===== src/rtl/lcd_pixel_writer.sv =====
`default_nettype none
// ============================================================================
// Module   : lcd_pixel_writer
// Purpose  : Subsamples a gated 640x480 RGB444 pixel stream 2:1 in each axis,
//            converts kept pixels to RGB565, buffers them in a small FIFO and
//            writes them to an 8080-style 8-bit write-only LCD bus. Also runs
//            the panel power-up sequence (reset, sleep-out, 16-bit colour
//            mode, display-on) and issues a memory-write command per frame.
// Ports    : clk_100      - single clock, rising edge
//            resetN       - synchronous active-low reset
//            pxl_en       - one-cycle pixel-valid strobe
//            pxl_x/pxl_y  - pixel column/row (11 bits)
//            red_in/green_in/blue_in - 4-bit colour levels
//            lcd_db       - LCD data bus
//            lcd_wr       - write strobe (active low, panel latches on rise)
//            lcd_d_c      - 0 = command byte, 1 = data byte
//            lcd_rd       - read strobe, tied high
//            lcd_reset    - panel reset, active low
//            init_done    - init sequence finished
//            overflow     - sticky: a kept pixel was dropped on a full FIFO
// Revision : 1.0 - initial release
// ============================================================================
module lcd_pixel_writer #(
    parameter int FIFO_DEPTH  = 16,
    parameter int WR_LOW_CYC  = 2,
    parameter int WR_HIGH_CYC = 2,
    parameter int RST_CYC     = 1000000,
    parameter int WAKE_CYC    = 12000000
) (
    input  logic        clk_100,
    input  logic        resetN,
    input  logic        pxl_en,
    input  logic [10:0] pxl_x,
    input  logic [10:0] pxl_y,
    input  logic [3:0]  red_in,
    input  logic [3:0]  green_in,
    input  logic [3:0]  blue_in,
    output logic [7:0]  lcd_db,
    output logic        lcd_wr,
    output logic        lcd_d_c,
    output logic        lcd_rd,
    output logic        lcd_reset,
    output logic        init_done,
    output logic        overflow
);

    localparam int c_PTR_W     = $clog2(FIFO_DEPTH);
    localparam int c_CNT_W     = c_PTR_W + 1;
    localparam int c_BYTE_CYC  = WR_LOW_CYC + WR_HIGH_CYC;
    localparam int c_BCNT_W    = (c_BYTE_CYC > 1) ? $clog2(c_BYTE_CYC) : 1;
    localparam int c_WAIT_MAX  = (RST_CYC > WAKE_CYC) ? RST_CYC : WAKE_CYC;
    localparam int c_WAIT_W    = $clog2(c_WAIT_MAX + 1);

    localparam logic [c_WAIT_W-1:0] c_RST_LAST  = c_WAIT_W'(RST_CYC - 1);
    localparam logic [c_WAIT_W-1:0] c_WAKE_LAST = c_WAIT_W'(WAKE_CYC - 1);
    localparam logic [c_WAIT_W-1:0] c_WAIT_ONE  = c_WAIT_W'(1);
    localparam logic [c_BCNT_W-1:0] c_LOW_LAST  = c_BCNT_W'(WR_LOW_CYC - 1);
    localparam logic [c_BCNT_W-1:0] c_BYTE_LAST = c_BCNT_W'(c_BYTE_CYC - 1);
    localparam logic [c_BCNT_W-1:0] c_BCNT_ONE  = c_BCNT_W'(1);
    localparam logic [c_CNT_W-1:0]  c_FULL_CNT  = c_CNT_W'(FIFO_DEPTH);
    localparam logic [c_CNT_W-1:0]  c_CNT_ONE   = c_CNT_W'(1);
    localparam logic [c_PTR_W-1:0]  c_PTR_ONE   = c_PTR_W'(1);

    localparam logic [7:0] c_CMD_SLPOUT = 8'h11;
    localparam logic [7:0] c_CMD_COLMOD = 8'h3A;
    localparam logic [7:0] c_DAT_COLMOD = 8'h55;
    localparam logic [7:0] c_CMD_DISPON = 8'h29;
    localparam logic [7:0] c_CMD_RAMWR  = 8'h2C;

    localparam logic [3:0] c_ST_RST_LOW   = 4'd0;
    localparam logic [3:0] c_ST_RST_WAIT  = 4'd1;
    localparam logic [3:0] c_ST_SLPOUT    = 4'd2;
    localparam logic [3:0] c_ST_WAKE_WAIT = 4'd3;
    localparam logic [3:0] c_ST_COLMOD    = 4'd4;
    localparam logic [3:0] c_ST_COLDAT    = 4'd5;
    localparam logic [3:0] c_ST_DISPON    = 4'd6;
    localparam logic [3:0] c_ST_IDLE      = 4'd7;
    localparam logic [3:0] c_ST_RAMWR     = 4'd8;
    localparam logic [3:0] c_ST_PIX_HI    = 4'd9;
    localparam logic [3:0] c_ST_PIX_LO    = 4'd10;

    // ------------------------------------------------------------------
    // Pixel keep / conversion
    // ------------------------------------------------------------------
    logic        w_keep;
    logic        w_accept;
    logic        w_sof;
    logic [16:0] w_entry;

    assign w_keep   = pxl_en && (pxl_x < 11'd640) && (pxl_y < 11'd480) &&
                      !pxl_x[0] && !pxl_y[0];
    // Pixels before init completes are discarded without touching overflow.
    assign w_accept = w_keep && init_done;
    assign w_sof    = (pxl_x == 11'd0) && (pxl_y == 11'd0);
    // {sof, R5, G6, B5}: low bits replicate the MSBs to span full scale.
    assign w_entry  = {w_sof, red_in, red_in[3], green_in, green_in[3:2],
                       blue_in, blue_in[3]};

    // ------------------------------------------------------------------
    // Pixel FIFO
    // ------------------------------------------------------------------
    logic [16:0]        r_mem [FIFO_DEPTH];
    logic [c_PTR_W-1:0] r_wr_ptr;
    logic [c_PTR_W-1:0] r_rd_ptr;
    logic [c_CNT_W-1:0] r_count;
    logic               w_full;
    logic               w_empty;
    logic               w_push;
    logic               w_pop;
    logic [16:0]        w_head;

    logic [3:0]          r_state;
    logic [c_BCNT_W-1:0] r_bcnt;
    logic [c_WAIT_W-1:0] r_wait;
    logic [15:0]         r_pix;

    // Full is judged on the pre-pop count, so a push on full is dropped
    // even when the FSM pops in the same cycle.
    assign w_full  = (r_count == c_FULL_CNT);
    assign w_empty = (r_count == '0);
    assign w_push  = w_accept && !w_full;
    assign w_head  = r_mem[r_rd_ptr];
    // Pop from IDLE, or directly at the end of a LO byte so pixels stream
    // back to back with no idle cycle between them.
    assign w_pop   = !w_empty &&
                     ((r_state == c_ST_IDLE) ||
                      ((r_state == c_ST_PIX_LO) && (r_bcnt == c_BYTE_LAST)));

    always_ff @(posedge clk_100) begin
        if (w_push) begin
            r_mem[r_wr_ptr] <= w_entry;
        end
    end

    always_ff @(posedge clk_100) begin
        if (!resetN) begin
            r_wr_ptr <= '0;
            r_rd_ptr <= '0;
            r_count  <= '0;
            overflow <= 1'b0;
        end else begin
            if (w_push) begin
                r_wr_ptr <= r_wr_ptr + c_PTR_ONE;
            end
            if (w_pop) begin
                r_rd_ptr <= r_rd_ptr + c_PTR_ONE;
            end
            case ({w_push, w_pop})
                2'b10:   r_count <= r_count + c_CNT_ONE;
                2'b01:   r_count <= r_count - c_CNT_ONE;
                default: r_count <= r_count;
            endcase
            if (w_accept && w_full) begin
                overflow <= 1'b1;
            end
        end
    end

    // ------------------------------------------------------------------
    // Init / write FSM with registered bus outputs
    // ------------------------------------------------------------------
    assign lcd_rd = 1'b1;

    always_ff @(posedge clk_100) begin
        if (!resetN) begin
            r_state   <= c_ST_RST_LOW;
            r_wait    <= '0;
            r_bcnt    <= '0;
            r_pix     <= '0;
            lcd_reset <= 1'b0;
            lcd_wr    <= 1'b1;
            lcd_d_c   <= 1'b1;
            lcd_db    <= 8'h00;
            init_done <= 1'b0;
        end else begin
            case (r_state)
                c_ST_RST_LOW: begin
                    if (r_wait == c_RST_LAST) begin
                        r_state   <= c_ST_RST_WAIT;
                        r_wait    <= '0;
                        lcd_reset <= 1'b1;
                    end else begin
                        r_wait <= r_wait + c_WAIT_ONE;
                    end
                end
                c_ST_RST_WAIT, c_ST_WAKE_WAIT: begin
                    if ((r_wait == c_WAKE_LAST)) begin
                        r_bcnt  <= '0;
                        lcd_wr  <= 1'b0;
                        lcd_d_c <= 1'b0;
                        if (r_state == c_ST_RST_WAIT) begin
                            r_state <= c_ST_SLPOUT;
                            lcd_db  <= c_CMD_SLPOUT;
                        end else begin
                            r_state <= c_ST_COLMOD;
                            lcd_db  <= c_CMD_COLMOD;
                        end
                    end else begin
                        r_wait <= r_wait + c_WAIT_ONE;
                    end
                end
                c_ST_IDLE: begin
                    r_state <= c_ST_IDLE;
                end
                c_ST_SLPOUT, c_ST_COLMOD, c_ST_COLDAT, c_ST_DISPON,
                c_ST_RAMWR, c_ST_PIX_HI, c_ST_PIX_LO: begin
                    // Shared byte timing: low phase then high phase, with
                    // db/d_c held; the last cycle launches the next byte.
                    r_bcnt <= r_bcnt + c_BCNT_ONE;
                    if (r_bcnt == c_LOW_LAST) begin
                        lcd_wr <= 1'b1;
                    end
                    if (r_bcnt == c_BYTE_LAST) begin
                        r_bcnt <= '0;
                        case (r_state)
                            c_ST_SLPOUT: begin
                                r_state <= c_ST_WAKE_WAIT;
                                r_wait  <= '0;
                            end
                            c_ST_COLMOD: begin
                                r_state <= c_ST_COLDAT;
                                lcd_db  <= c_DAT_COLMOD;
                                lcd_d_c <= 1'b1;
                                lcd_wr  <= 1'b0;
                            end
                            c_ST_COLDAT: begin
                                r_state <= c_ST_DISPON;
                                lcd_db  <= c_CMD_DISPON;
                                lcd_d_c <= 1'b0;
                                lcd_wr  <= 1'b0;
                            end
                            c_ST_DISPON: begin
                                r_state   <= c_ST_IDLE;
                                init_done <= 1'b1;
                            end
                            c_ST_RAMWR: begin
                                r_state <= c_ST_PIX_HI;
                                lcd_db  <= r_pix[15:8];
                                lcd_d_c <= 1'b1;
                                lcd_wr  <= 1'b0;
                            end
                            c_ST_PIX_HI: begin
                                r_state <= c_ST_PIX_LO;
                                lcd_db  <= r_pix[7:0];
                                lcd_d_c <= 1'b1;
                                lcd_wr  <= 1'b0;
                            end
                            default: begin
                                // End of LO byte; a pending pop below
                                // overrides this with the next pixel.
                                r_state <= c_ST_IDLE;
                            end
                        endcase
                    end
                end
                default: begin
                    r_state <= c_ST_RST_LOW;
                end
            endcase

            if (w_pop) begin
                r_pix  <= w_head[15:0];
                r_bcnt <= '0;
                lcd_wr <= 1'b0;
                if (w_head[16]) begin
                    r_state <= c_ST_RAMWR;
                    lcd_db  <= c_CMD_RAMWR;
                    lcd_d_c <= 1'b0;
                end else begin
                    r_state <= c_ST_PIX_HI;
                    lcd_db  <= w_head[15:8];
                    lcd_d_c <= 1'b1;
                end
            end
        end
    end

endmodule
`default_nettype wire


===== config.mk =====
export PLATFORM = sky130hd
export DESIGN_NAME = lcd_pixel_writer
export DESIGN_NICKNAME = d
export VERILOG_FILES = /design/src/rtl/lcd_pixel_writer.sv
export SDC_FILE = /design/constraint.sdc
export NUM_CORES = 1
export LEC_CHECK = 0
export BUFFER_PORTS_ARGS = -buffer_cell sky130_fd_sc_hd__buf_4
export CORE_AREA = 2 2 150 152
export DETAILED_ROUTE_END_ITERATION = 6
export DIE_AREA = 0 0 152 154
export HOLD_SLACK_MARGIN = 0.15
export PLACE_DENSITY = 0.83
export SYNTH_ARGS = -nofsm -noshare
export SYNTH_HDL_FRONTEND = slang
export SYNTH_SLANG_ARGS = --single-unit

===== constraint.sdc =====
create_clock -name clk_100 -period 3.05 [get_ports clk_100]
set_input_delay 0 -clock clk_100 [delete_from_list [all_inputs] [get_ports clk_100]]
set_output_delay 0 -clock clk_100 [all_outputs]
set_load 0.02 [all_outputs]

==> results <==
- The delay of the slowest critical-path stage is 0.45 ns.
- Measured against its own limit, the worst slew margin works out to 31.7%.
- The total leakage power is 4.50 nW.
- Among the stages of the critical path, the cell type that occurs most often is sky130_fd_sc_hd__or3b_2.
- The initial core utilization is 54.8%.
- STA classifies the critical path startpoint as a flip-flop.
- The worst-margin pin slew is 1.02 ns.
- The instance count along the most critical hold path is 7.
- The peak supply drop is 0.536 mV.
- The count of warnings emitted by yosys is 0.
- For this design the top-level I/O count stands at 51.
- Counting every net in the synthesized netlist gives 852.
- The detailed router placed 7,286 vias in this run.
- The hold path startpoint is pxl_y[0].
- The post-synthesis instance total is 803.
- Max-cap violations in this run came to 0.
- The first global-routing pass estimated 40.4 mm of wire.
- The weighted congestion reported at the end of routability-driven placement is 0.903.
- In this run, synthesis produced a sequential element count of 280.
- The largest driver fanout on the critical path is 9.
- After legalization and detailed placement, the total HPWL measured 15.4 mm.
- For this run, design rule violations remaining after detail routing come to 0.
- The clock period minus final worst setup slack is 2.84 ns.
- Setup violations remaining at the end of the flow were counted as 0.
- The worst endpoint required time is 3.52 ns.
- The min-delay analysis places its worst path in the category input port to flip-flop.
- The number of setup buffers added after CTS is 0.
- Once detail routing completed, the nets flagged for antenna violations numbered 0.
- The number of antenna violations at the first check in global routing is 0.
- The power density normalized to cell area is 543 nW/um^2.
- The slowest stage cell on the critical path is sky130_fd_sc_hd__or3b_2.
- In this run the tool buffered the top-level ports with 49 buffer cells.
- The run finished with clean final reports.
- In this run the number of H-tree levels came out at 1.
- OpenSTA, run right after detailed placement, puts the worst setup slack at 0.229 ns.
- The clock-pin slew reported for the worst setup and hold paths after clock tree synthesis is 0.06 ns.
- The maximum buffer depth of the clock tree is 3.
- The core region is 21,700 um^2.
- The most numerous cell in the Yosys netlist is sky130_fd_sc_hd__edfxtp_1.
- Yosys attributes the largest share of cell area to sky130_fd_sc_hd__edfxtp_1 53%, sky130_fd_sc_hd__dfxtp_1 12%, sky130_fd_sc_hd__mux4_2 12%.
- The height of the die is 154 um.
- The global routing usage summed across all routing layers is 22.2%.
- Walking the worst path, the cells encountered are nor4_2 -> nand2_1 -> and3_1 -> inv_1 -> ha_2 -> or3b_2 -> a21boi_0 -> nor3_1 -> or3b_2 -> a21oi_1.
- The setup slack of the most critical reg-to-reg path is 0.21 ns.
- The number of antenna diodes in the final layout is 0.
- The die covers 23,400 um^2.
- The total buffers and inverters traversed by the critical path is 1.
- The worst hold path terminates at r_wr_ptr[1].
- The category of the worst setup path capture point is a flip-flop.
- CTS saw 280 sinks.
- The share of synthesized registers carrying an async set or reset is 0%.
- The cell family with the largest share of critical-path delay is simple AND/OR/NAND/NOR gates.
- By startpoint and endpoint, the worst setup path is classified as flip-flop to flip-flop.
- The layout net count is 933.
- The number of global-route vias before repair is 7,130.
- The floorplan has 54 rows.
- In this run the critical register-to-register path is launched from r_count[1].
- The instance count after placement with tap cells included is 1,111.
- The post-layout worst setup margin is 0.211 ns.
- Compared with the post-synthesis result, the final layout area differs by 15.4%.
- Counting distinct cell types in the post-synthesis netlist gives 76.
- The share of Yosys cell area claimed by the top area cell type is 52.6%.
- The post-synthesis instance area is 11,900 um^2.
- The share of final-layout standard cells stronger than drive strength 1 is 22.3%.
- The flip-flop cell with the highest count after synthesis is sky130_fd_sc_hd__edfxtp_1.
- The number of design-rule violations left by the first detailed-router iteration is 656.
- The largest clock skew in the final design is 0.0144 ns.
- The worst-case reg-to-reg path depth is 10.
- The count of flip-flops with a built-in enable after synthesis is 208.
- The clock tree from TritonCTS is done.
- The detailed-router iteration count before antenna repair is 4.
- Static timing analysis puts the maximum clock frequency at 0.352 GHz.
- The critical path startpoint is r_count[1].
- The endpoint of the worst register-to-register path is r_count[3].
- sky130_fd_sc_hd__edfxtp_1 takes more of the synthesized area than any other cell.
- The clock reaches the later pin of the worst-skew pair after 0.55 ns.
- The clock root buffer is sky130_fd_sc_hd__clkbuf_16.
- The hold violation total from the final report came to 0.
- By count the netlist is led by 208 x sky130_fd_sc_hd__edfxtp_1, 72 x sky130_fd_sc_hd__dfxtp_1, 61 x sky130_fd_sc_hd__mux4_2, 47 x sky130_fd_sc_hd__nand2_1, 47 x sky130_fd_sc_hd__nor2_1.
- After layout, the design draws a total of 7.44 mW.
- The pin count of the biggest net entering global routing is 47.
- Dividing the detail-routed via count by the number of cells gives 6.15.
- Of the available clock period, the critical path in the final layout requires 93.1%.
- The residual overflow from global routing is 0.
- The chip width is 152 um.
- Counting the buffers created by CTS gives 27.
- Dividing the synthesized area by the synthesized cell count gives 14.8 um^2.
- The sequential share of the synthesized area is 64.7%.
- The number of pins exceeding their max-slew limit in the final report is 0.
- At the worst endpoint, the arrival time is 3.31 ns.
- After the flow finishes, the layout carries non-filler instances totaling 1,185.
- Dividing the detail-routed wire length by the instance count gives 21.7 um.
- The final layout contains routed wiring with a total length of 25.8 mm.
## cells by family (layout without fill, tap and decap cells)
| logic type | Yosys count | count (layout) | synth area share (%) |
|---|---|---|---|
| multiplexers | 72 | 72 | 12.5 |
| AND/OR/NAND/NOR | 230 | 230 | 10.7 |
| other | 1 | 1 | 0.0316 |
| AO/OA/AOI/OAI | 125 | 125 | 6.99 |
| flip-flops | 280 | 280 | 64.7 |
| adder cells (fa/ha/maj) | 12 | 12 | 1.26 |
| buffers and inverters | 63 | 165 | 2.33 |
| XOR/XNOR | 20 | 20 | 1.47 |
## tightest hold or removal path: cells and delay by family
kind / cells / cell delay, ns
muxes: 1 / 0.12
and+or+nand+nor: 4 / 0.34
buffers and inverters: 2 / 0.24
## cell type report
cell class	instances	area, um^2
fillers	1514	7980
flip-flops and latches	280	7690
multi-input cells	460	3930
repair buffers	99	816
clock buffers	32	704
well taps	280	350
clock inverters	18	156
inverters	16	60.1
## timing repair
item | 4_1_cts | 5_1_grt
endpoints found under the hold margin | 261 | 0
hold buffers | 24 | 0
endpoints found under the setup margin | 0 | 2
resized for setup | 0 | 1
## cells in the final DEF (no fill, tap or decap), types with 4 or more instances in the layout
cell type / netlist / routed
sky130_fd_sc_hd__edfxtp_1: 208 / 208
sky130_fd_sc_hd__buf_4: 2 / 74
sky130_fd_sc_hd__dfxtp_1: 72 / 70
sky130_fd_sc_hd__mux4_2: 61 / 61
sky130_fd_sc_hd__nor2_1: 47 / 47
sky130_fd_sc_hd__nand2_1: 47 / 47
sky130_fd_sc_hd__o21ai_0: 35 / 35
sky130_fd_sc_hd__a21oi_1: 32 / 32
sky130_fd_sc_hd__clkbuf_16: 0 / 27
sky130_fd_sc_hd__dlygate4sd3_1: 0 / 24
sky130_fd_sc_hd__and3_1: 22 / 22
sky130_fd_sc_hd__inv_1: 14 / 14
sky130_fd_sc_hd__nor3_1: 14 / 13
sky130_fd_sc_hd__xnor2_1: 13 / 13
sky130_fd_sc_hd__nand4_1: 12 / 12
sky130_fd_sc_hd__nand3_1: 12 / 12
sky130_fd_sc_hd__or3_1: 12 / 12
sky130_fd_sc_hd__nor2b_1: 11 / 11
sky130_fd_sc_hd__ha_1: 12 / 11
sky130_fd_sc_hd__mux2i_1: 10 / 10
sky130_fd_sc_hd__xor2_1: 7 / 7
sky130_fd_sc_hd__o31ai_1: 7 / 7
sky130_fd_sc_hd__clkinv_2: 0 / 7
sky130_fd_sc_hd__or4_1: 6 / 6
sky130_fd_sc_hd__nor4_1: 7 / 6
sky130_fd_sc_hd__a22oi_1: 5 / 5
sky130_fd_sc_hd__a211oi_1: 5 / 5
sky130_fd_sc_hd__clkinv_1: 0 / 5
sky130_fd_sc_hd__and4_1: 4 / 4
sky130_fd_sc_hd__and3b_1: 4 / 4
sky130_fd_sc_hd__nand3b_1: 4 / 4
sky130_fd_sc_hd__o21a_1: 4 / 4
sky130_fd_sc_hd__clkbuf_1: 21 / 4
## worst max path at each step
| stage | cells past startpoint | slack (ns) | to |
|---|---|---|---|
| after floorplan | 12 | 0.002 | r_count[3] |
| after global placement | 10 | 0.25 | r_count[3] |
| after detailed placement | 10 | 0.23 | r_count[3] |
| after CTS | 10 | 0.20 | r_count[3] |
| after global routing | 10 | -0.02 | r_count[3] |
| final | 10 | 0.21 | r_count[3] |
## registers in the layout, indices dropped and copies added, names as in the netlist, named ones only
signal     count
r_rd_ptr       4
lcd_d_c        1
r_mem        208
lcd_wr         1
overflow       1
r_wait        24
r_count        5
lcd_reset      1
lcd_db         8
r_wr_ptr       4
r_bcnt         2
init_done      1
r_pix         12
r_state        4
## report_power, final
part | internal (mW) | total (mW) | switching, mW
combinational | 0.0545 | 0.120 | 0.0659
sequential | 4.08 | 4.08 | 0.00282
clock | 1.83 | 3.24 | 1.41
## routing by layer
layer	share of wire (%)	vias up	track usage, %
met4	2.2	0	6.05
met1	39	3613	29.2
li1	-	3309	-
met3	6.9	44	3.41
met2	51	320	38.8
met5	0	-	0
## metrics by stage
step / cell area (um^2) / setup TNS (ns) / hold WS [ns] / utilization [%]
floorplan: 11900 / 0 / 0.0989 / -
global placement: 12600 / 0 / 0.292 / 58.1
detailed placement: 12600 / 0 / 0.300 / 58.1
CTS: 13700 / 0 / 0.196 / 63.2
global route: 13700 / -0.0151 / 0.286 / 63.2
finish: 13700 / 0 / 0.207 / 63.2
Power figures use the tool's default switching activity.
